==> src/rtl/multicycle_control_if.sv <==
// Control bundle between the multicycle RISC-V controller and its datapath.
// The controller drives the master side, the datapath the slave side.
interface multicycle_control_if;
  logic [6:0] opcode;
  logic       zero;
  logic       pcWrite;
  logic       adrSrc;
  logic       memWrite;
  logic       irWrite;
  logic [1:0] resultSrc;
  logic [1:0] aluSrcA;
  logic [1:0] aluSrcB;
  logic [1:0] aluOp;
  logic       regWrite;
  logic       illegalOp;
  logic [3:0] state;

  modport master (
    input  opcode, zero,
    output pcWrite, adrSrc, memWrite, irWrite, resultSrc,
           aluSrcA, aluSrcB, aluOp, regWrite, illegalOp, state
  );

  modport slave (
    output opcode, zero,
    input  pcWrite, adrSrc, memWrite, irWrite, resultSrc,
           aluSrcA, aluSrcB, aluOp, regWrite, illegalOp, state
  );
endinterface

==> src/rtl/multicycle_control.sv <==
// Moore controller for a multicycle RV32 subset (lw, sw, R-type, addi, jal, beq).
// Datapath controls are registered alongside the state so they come straight
// from flops; the write enables are additionally gated by reset so nothing is
// written to architectural state while reset is held.
module multicycle_control (
  input  logic                 clk,
  input  logic                 reset,
  multicycle_control_if.master ctrl
);

  typedef enum logic [3:0] {
    S_FETCH    = 4'd0,
    S_DECODE   = 4'd1,
    S_MEMADR   = 4'd2,
    S_MEMREAD  = 4'd3,
    S_MEMWB    = 4'd4,
    S_MEMWRITE = 4'd5,
    S_EXECUTER = 4'd6,
    S_ALUWB    = 4'd7,
    S_EXECUTEI = 4'd8,
    S_JAL      = 4'd9,
    S_BEQ      = 4'd10
  } state_t;

  // branch marks the state where pcWrite follows the ALU zero flag
  typedef struct packed {
    logic       pcWrite;
    logic       branch;
    logic       adrSrc;
    logic       memWrite;
    logic       irWrite;
    logic [1:0] resultSrc;
    logic [1:0] aluSrcA;
    logic [1:0] aluSrcB;
    logic [1:0] aluOp;
    logic       regWrite;
  } ctrl_t;

  localparam logic [6:0] OP_LW    = 7'b0000011;
  localparam logic [6:0] OP_SW    = 7'b0100011;
  localparam logic [6:0] OP_RTYPE = 7'b0110011;
  localparam logic [6:0] OP_ADDI  = 7'b0010011;
  localparam logic [6:0] OP_JAL   = 7'b1101111;
  localparam logic [6:0] OP_BEQ   = 7'b1100011;

  state_t state_q, state_d;
  ctrl_t  ctrl_q;

  // Moore output table; unused encodings 11-15 fall to the all-zero default.
  function automatic ctrl_t ctrl_for(input state_t s);
    ctrl_t c;
    c = '0;
    case (s)
      S_FETCH: begin
        c.irWrite   = 1'b1;
        c.aluSrcB   = 2'b10;
        c.resultSrc = 2'b10;
        c.pcWrite   = 1'b1;
      end
      S_DECODE: begin
        c.aluSrcA = 2'b01;
        c.aluSrcB = 2'b01;
      end
      S_MEMADR: begin
        c.aluSrcA = 2'b10;
        c.aluSrcB = 2'b01;
      end
      S_MEMREAD: begin
        c.adrSrc = 1'b1;
      end
      S_MEMWB: begin
        c.resultSrc = 2'b01;
        c.regWrite  = 1'b1;
      end
      S_MEMWRITE: begin
        c.adrSrc   = 1'b1;
        c.memWrite = 1'b1;
      end
      S_EXECUTER: begin
        c.aluSrcA = 2'b10;
        c.aluOp   = 2'b10;
      end
      S_ALUWB: begin
        c.regWrite = 1'b1;
      end
      S_EXECUTEI: begin
        c.aluSrcA = 2'b10;
        c.aluSrcB = 2'b01;
      end
      S_JAL: begin
        c.aluSrcA = 2'b01;
        c.aluSrcB = 2'b10;
        c.pcWrite = 1'b1;
      end
      S_BEQ: begin
        c.aluSrcA = 2'b10;
        c.aluOp   = 2'b01;
        c.branch  = 1'b1;
      end
      default: ;
    endcase
    return c;
  endfunction

  function automatic logic op_supported(input logic [6:0] op);
    return (op == OP_LW) || (op == OP_SW) || (op == OP_RTYPE) ||
           (op == OP_ADDI) || (op == OP_JAL) || (op == OP_BEQ);
  endfunction

  // Next-state logic; opcode is only looked at in DECODE and MEMADR.
  always_comb begin
    state_d = S_FETCH;
    case (state_q)
      S_FETCH: state_d = S_DECODE;
      S_DECODE: begin
        case (ctrl.opcode)
          OP_LW, OP_SW: state_d = S_MEMADR;
          OP_RTYPE:     state_d = S_EXECUTER;
          OP_ADDI:      state_d = S_EXECUTEI;
          OP_JAL:       state_d = S_JAL;
          OP_BEQ:       state_d = S_BEQ;
          default:      state_d = S_FETCH;
        endcase
      end
      S_MEMADR:   state_d = (ctrl.opcode == OP_LW) ? S_MEMREAD : S_MEMWRITE;
      S_MEMREAD:  state_d = S_MEMWB;
      S_MEMWB:    state_d = S_FETCH;
      S_MEMWRITE: state_d = S_FETCH;
      S_EXECUTER: state_d = S_ALUWB;
      S_ALUWB:    state_d = S_FETCH;
      S_EXECUTEI: state_d = S_ALUWB;
      S_JAL:      state_d = S_ALUWB;
      S_BEQ:      state_d = S_FETCH;
      default:    state_d = S_FETCH;
    endcase
  end

  // State register with the matching registered Moore outputs.
  always_ff @(posedge clk) begin
    if (reset) begin
      state_q <= S_FETCH;
      ctrl_q  <= ctrl_for(S_FETCH);
    end else begin
      state_q <= state_d;
      ctrl_q  <= ctrl_for(state_d);
    end
  end

  assign ctrl.pcWrite   = ~reset & (ctrl_q.pcWrite | (ctrl_q.branch & ctrl.zero));
  assign ctrl.memWrite  = ~reset & ctrl_q.memWrite;
  assign ctrl.regWrite  = ~reset & ctrl_q.regWrite;
  assign ctrl.irWrite   = ~reset & ctrl_q.irWrite;
  assign ctrl.illegalOp = ~reset & (state_q == S_DECODE) & ~op_supported(ctrl.opcode);
  assign ctrl.adrSrc    = ctrl_q.adrSrc;
  assign ctrl.resultSrc = ctrl_q.resultSrc;
  assign ctrl.aluSrcA   = ctrl_q.aluSrcA;
  assign ctrl.aluSrcB   = ctrl_q.aluSrcB;
  assign ctrl.aluOp     = ctrl_q.aluOp;
  assign ctrl.state     = state_q;

endmodule

==> src/flat_wrapper.sv <==
// flat-port wrapper written by rule: the top's interface ports become plain ports
module multicycle_control_flat 
  (clk, reset, ctrl_opcode, ctrl_zero, ctrl_pcWrite, ctrl_adrSrc, ctrl_memWrite, ctrl_irWrite, ctrl_resultSrc, ctrl_aluSrcA, ctrl_aluSrcB, ctrl_aluOp, ctrl_regWrite, ctrl_illegalOp, ctrl_state);
  multicycle_control_if ctrl_i ();
  input  logic clk;
  input  logic reset;
  input wire logic [$bits(ctrl_i.opcode)-1:0] ctrl_opcode;
  input wire logic [$bits(ctrl_i.zero)-1:0] ctrl_zero;
  output wire logic [$bits(ctrl_i.pcWrite)-1:0] ctrl_pcWrite;
  output wire logic [$bits(ctrl_i.adrSrc)-1:0] ctrl_adrSrc;
  output wire logic [$bits(ctrl_i.memWrite)-1:0] ctrl_memWrite;
  output wire logic [$bits(ctrl_i.irWrite)-1:0] ctrl_irWrite;
  output wire logic [$bits(ctrl_i.resultSrc)-1:0] ctrl_resultSrc;
  output wire logic [$bits(ctrl_i.aluSrcA)-1:0] ctrl_aluSrcA;
  output wire logic [$bits(ctrl_i.aluSrcB)-1:0] ctrl_aluSrcB;
  output wire logic [$bits(ctrl_i.aluOp)-1:0] ctrl_aluOp;
  output wire logic [$bits(ctrl_i.regWrite)-1:0] ctrl_regWrite;
  output wire logic [$bits(ctrl_i.illegalOp)-1:0] ctrl_illegalOp;
  output wire logic [$bits(ctrl_i.state)-1:0] ctrl_state;
  assign ctrl_i.opcode = ctrl_opcode;
  assign ctrl_i.zero = ctrl_zero;
  assign ctrl_pcWrite = ctrl_i.pcWrite;
  assign ctrl_adrSrc = ctrl_i.adrSrc;
  assign ctrl_memWrite = ctrl_i.memWrite;
  assign ctrl_irWrite = ctrl_i.irWrite;
  assign ctrl_resultSrc = ctrl_i.resultSrc;
  assign ctrl_aluSrcA = ctrl_i.aluSrcA;
  assign ctrl_aluSrcB = ctrl_i.aluSrcB;
  assign ctrl_aluOp = ctrl_i.aluOp;
  assign ctrl_regWrite = ctrl_i.regWrite;
  assign ctrl_illegalOp = ctrl_i.illegalOp;
  assign ctrl_state = ctrl_i.state;
  multicycle_control u_core (.clk(clk), .reset(reset), .ctrl(ctrl_i));
endmodule
==> config.mk <==
export PLATFORM = sky130hd
export DESIGN_NAME = multicycle_control_flat
export DESIGN_NICKNAME = d
export VERILOG_FILES = /design/src/rtl/multicycle_control_if.sv /design/src/rtl/multicycle_control.sv /design/src/flat_wrapper.sv
export SDC_FILE = /design/constraint.sdc
export NUM_CORES = 1
export LEC_CHECK = 0
export CAP_MARGIN = 10
export CELL_PAD_IN_SITES_DETAIL_PLACEMENT = 0
export CELL_PAD_IN_SITES_GLOBAL_PLACEMENT = 1
export CORE_ASPECT_RATIO = 0.8
export CORE_UTILIZATION = 35
export CTS_BUF_LIST = sky130_fd_sc_hd__clkbuf_8
export DETAILED_ROUTE_END_ITERATION = 12
export HOLD_SLACK_MARGIN = 0.05
export PLACE_DENSITY_LB_ADDON = 0.3
export SYNTH_ARGS = -nofsm -noshare
export SYNTH_HDL_FRONTEND = slang
export SYNTH_SLANG_ARGS = --single-unit
==> constraint.sdc <==
create_clock -name clk -period 4.5 [get_ports clk]
set_clock_uncertainty 0.1 [all_clocks]
set_input_delay 0.9 -clock clk [delete_from_list [all_inputs] [get_ports clk]]
set_output_delay 0.9 -clock clk [all_outputs]
set_load 0.005 [all_outputs]
==> Yosys cells after proc, flatten, opt, wreduce, memory -nomap -nowiden <==
Cells that the tools add are included.
{ "op_classes": {"reduce_logical": 15, "mux": 13, "n_eq_ne": 22, "n_bitwise": 10} }
{ "ops": {"columns": ["operator", "n"], "rows": [
  ["$pmux 4 s5", 2],
  ["$eq 4x3->1 const B", 5],
  ["$eq 4x4->1 const B", 5],
  ["$eq 4x2->1 const B", 4],
  ["$pmux 2 s2", 4],
  ["$eq 7x6->1 const B", 2],
  ["$eq 7x7->1 const B", 2],
  ["$reduce_or 2->1", 5],
  ["$eq 4x1->1 const B", 2],
  ["$logic_not 4->1", 2],
  ["$and 1x1->1", 7],
  ["$eq 7x2->1 const B", 1],
  ["$eq 7x5->1 const B", 1],
  ["$mux 1", 6],
  ["$reduce_or 3->1", 2],
  ["$logic_or 1x1->1", 5],
  ["$reduce_or 4->1", 1],
  ["$mux 3", 1],
  ["$not 1->1", 2],
  ["$or 1x1->1", 1]
]} }
{ "word_totals": {"out_inout_bits": 18, "regBits": 18, "input_bits": 10, "wordCells": 71} }

==> Longest topological paths before layout <==
{ "depth": {"depth_word": 8, "mapped_depth": 5, "mapped_depth_nobuf": 5} }

==> Least setup slack after synthesis <==
OpenSTA, ideal clock, no wires.
{ "synth_timing": {"path_kind": "input port to output port", "startpoint": "input ctrl_opcode[2]", "endpoint": "output ctrl_illegalOp", "cell_stages": 3, "n_path_buf": 0, "setup_slack_ps": 1997, "arrival_time_ps": 1503, "path_cell_list": "and4bb_2 > nor2b_1 > nor3_1"} }
{ "synth_between": {"elab_chain_len": 8} }
{ "synth_rtl": {"columns": ["element", "line_no", "source"], "rows": [
  ["start: declaration", "flat_wrapper.sv:7", "input wire logic [$bits(ctrl_i.opcode)-1:0] ctrl_opcode;"],
  ["$eq 7x2->1 or $eq 7x6->1 (tied branches)", "multicycle_control.sv:106", "return (op == OP_LW) || (op == OP_SW) || (op == OP_RTYPE) ||"],
  ["$logic_or 1x1->1 (3 in series)", "multicycle_control.sv:106", null],
  ["$logic_or 1x1->1", "multicycle_control.sv:107", "(op == OP_ADDI) || (op == OP_JAL) || (op == OP_BEQ);"],
  ["$logic_or 1x1->1 (*)", "multicycle_control.sv:107", null],
  ["$not 1->1 (*)", "multicycle_control.sv:153", "assign ctrl.illegalOp = ~reset & (state_q == S_DECODE) & ~op_supported(ctrl.opcode);"],
  ["$and 1x1->1 (*)", "multicycle_control.sv:153", null],
  ["end: declaration", "flat_wrapper.sv:18", "output wire logic [$bits(ctrl_i.illegalOp)-1:0] ctrl_illegalOp;"]
]} }
Mark *: on every way between the ends. The rest lies on a longest branch, timed or not.

==> Final worst setup path <==
Ends and elaborated chain as after synthesis.

==> results.toml <==
[yosys]
synth_nets = 95
yosysWarnings = 0
synth_cell_types = 36
ys_seq_area_frac = 0.394
synth_area_per_cell_um2 = 8.96
ys_ff_latch = 15
synth_cells = 85
syn_area_um2 = 762

[global_route]
grt_pass1_vias = 572
grt_pass1_wl_mm = 2.59
grt_overflow = 0
grtUsageTotal = 0.157
grt_max_degree = 17
grt_antenna_before_repair = 0

[detailed_routing]
routed_wirelength_mm = 1.60
wl_per_cell_um = 12.1
drc = 0
viasPerCell = 5.17
num_vias = 683
dr.pass1.iters = 4
initialDrtViolationCount = 17
ant_nets = 0

[place]
gp_congestion = 0.810
port_buffers = 27
place_area_mm2 = 0.00101
dp_hpwl_mm = 1.17

[floorplanning]
ioPinCount = 28
core_mm2 = 0.00196
fp.dieW_um = 54.2
dieArea_mm2 = 0.00237
initial_core_util = 0.388
placement_rows = 14
die_h_um = 43.7

[final_layout]
final_cell_mix = "clkdlybuf4s50_1, dfxtp_1, nor2_1"
layout-drive-gt1-share = 0.130
n_antenna_cell = 0
fillers = 190
seq_area_um2 = 300
final_common_cell = "clkdlybuf4s50_1"
num-nets-final = 119
multiInputGateArea_um2 = 390
postLayoutCellArea_mm2 = 0.00105
area_growth_pct = 38.1

[clock_tree]
cts_resized = 0
clock_latency_ns = 0.25
cts_setup_buffers = 0
clock-root-buffer = "clkbuf_8"
h-tree-depth = 1
clkTransAtPathRegs_ns = 0.06
tritoncts = "built"
cts_buffer_depth = 2
cts_hold_buf = 0
cts_made_buffers = 3
cts.sinks = 15

[timing]
post-route-period-util = 0.795
grt_setup_unrepaired = "no"
fin_tns_setup_ns = 0
period_needed_ns = 3.58
worst_slew_pin_slew_ns = 0.592
relSlewSlack = 0.601
fmax_ghz = 0.279
final_max_slew_viol_count = 0
hold_violations = 0
hold_slack_ns = 0.616
setup_viol = 0

[setup_path]
crit_path_end_kind = "output pin"
cp.arrival_ns = 2.58
required_ns = 3.50
path_max_fanout = 7
timing.rr.start = "u_core.ctrl.state[1]$_SDFF_PP0_"
path_class = "in2out"
crit_path_start = "ctrl_opcode[2]"
start_kind = "primary input"

[power]
power_frac_seq = 0.479
intPower_uw = 225
max-vdd-ir-drop_v = 0.000171
netSwitchingFraction = 0.230
power_density_mw_per_mm2 = 278
leakage_uw = 0.000393
net-switching-power_uw = 67.2
combinationalPowerShare = 0.153
clockPowerShare = 0.368

[min_path]
min_path_type = "reg2reg"
worstHoldStart = "u_core.ctrl.state[0]$_SDFF_PP0_"

[job]
maxCapViolCount = 0

[outcome]
status = "complete, no violations"
==> registers in the layout (all words and copies together), names as in the netlist <==
register / count
u_core.ctrl.state: 4
u_core.ctrl.resultSrc: 2
u_core.ctrl.aluSrcA: 2
u_core.ctrl.aluOp: 1
u_core.ctrl.aluSrcB: 2
u_core.ctrl.adrSrc: 1
u_core.ctrl_q: 3
==> worst max-delay path: stages <==
cell             delay [ns]
clkdlybuf4s50_1        0.52
and4bb_2               0.31
nor2b_1                0.14
nor3_1                 0.19
clkdlybuf4s50_1        0.52
==> kinds of logic (layout without fill, tap and decap cells) <==
logic type             Yosys count  in the layout  synth area share
XOR/XNOR                         1              1            0.0115
AND/OR/NAND/NOR                 42             42             0.323
buffers and inverters           11             34            0.0936
AO/OA/AOI/OAI                   16             16             0.177
flip-flops                      15             15             0.394
==> per-layer routing <==
layer | global-route usage | part of all wire
met1 | 0.218 | 0.50
met2 | 0.202 | 0.41
met3 | 0.0737 | 0.073
met4 | 0.0718 | 0.013
met5 | 0 | 0
==> power by group through the flow <==
stage | registers (uW) | logic (uW) | clock network (uW)
finish | 140 | 44.7 | 108
global placement | 143 | 45.1 | 0
CTS | 140 | 45.0 | 110
detailed placement | 143 | 44.8 | 0
floorplan | 142 | 22.5 | 0
global route | 140 | 49.1 | 117
==> final cells by class <==
type                       instances  area share
tap                               24      0.0285
multi-input combinational         59       0.371
timing repair buffer              28       0.264
clock inverter                     1     0.00476
sequential                        15       0.285
clock buffer                       3      0.0392
inverter                           2     0.00713
==> metrics by stage <==
stage / setup WS, ns / util / std cells / total power, uW
2_1_floorplan: 2.00 / - / 85 / 165
3_3_place_gp: 0.961 / 0.513 / 128 / 188
3_5_place_dp: 0.921 / 0.513 / 128 / 188
4_1_cts: 0.921 / 0.536 / 132 / 295
5_1_grt: 0.817 / 0.536 / 132 / 306
6_report: 0.921 / 0.536 / 132 / 292
==> final timing paths <==
| path | slack [ns] | cells after the start | to |
|---|---|---|---|
| max | 0.92 | 5 | ctrl_illegalOp |
| max reg2reg | 2.55 | 5 | u_core.ctrl.adrSrc$_SDFF_PP0_ |
| min reg2reg | 0.62 | 3 | u_core.ctrl.state[0]$_SDFF_PP0_ |
| min | 0.62 | 3 | u_core.ctrl.state[0]$_SDFF_PP0_ |
==> synth_stat cells <==
cell type / instances / area (um^2)
a22oi_1: 1 / 7.51
dfxtp_1: 15 / 300
nor3_1: 7 / 35.0
nand4b_1: 1 / 8.76
and3_1: 1 / 6.26
buf_4: 8 / 60.1
o22ai_1: 1 / 6.26
or2_2: 1 / 6.26
nand3_1: 1 / 5.00
o311ai_1: 1 / 8.76
a21oi_1: 2 / 10.0
or3_1: 1 / 6.26
and3_2: 1 / 7.51
a311o_2: 1 / 11.3
o21ai_0: 2 / 10.0
o21a_1: 1 / 7.51
a31o_2: 1 / 8.76
o221ai_1: 1 / 8.76
nand3b_1: 1 / 7.51
nor2b_1: 5 / 31.3
o21bai_1: 1 / 7.51
inv_1: 2 / 7.51
clkbuf_1: 1 / 3.75
xor2_1: 1 / 8.76
and4bb_2: 1 / 12.5
nand2b_1: 1 / 6.26
nor4b_4: 1 / 23.8
o311ai_2: 1 / 16.3
and3b_1: 1 / 8.76
nor3b_1: 2 / 15.0
a21boi_0: 1 / 7.51
nand4_1: 1 / 6.26
nand2_1: 7 / 26.3
a21bo_2: 1 / 10.0
o2111ai_2: 1 / 15.0
nor2_1: 9 / 33.8
Power figures use the tool's default switching activity.
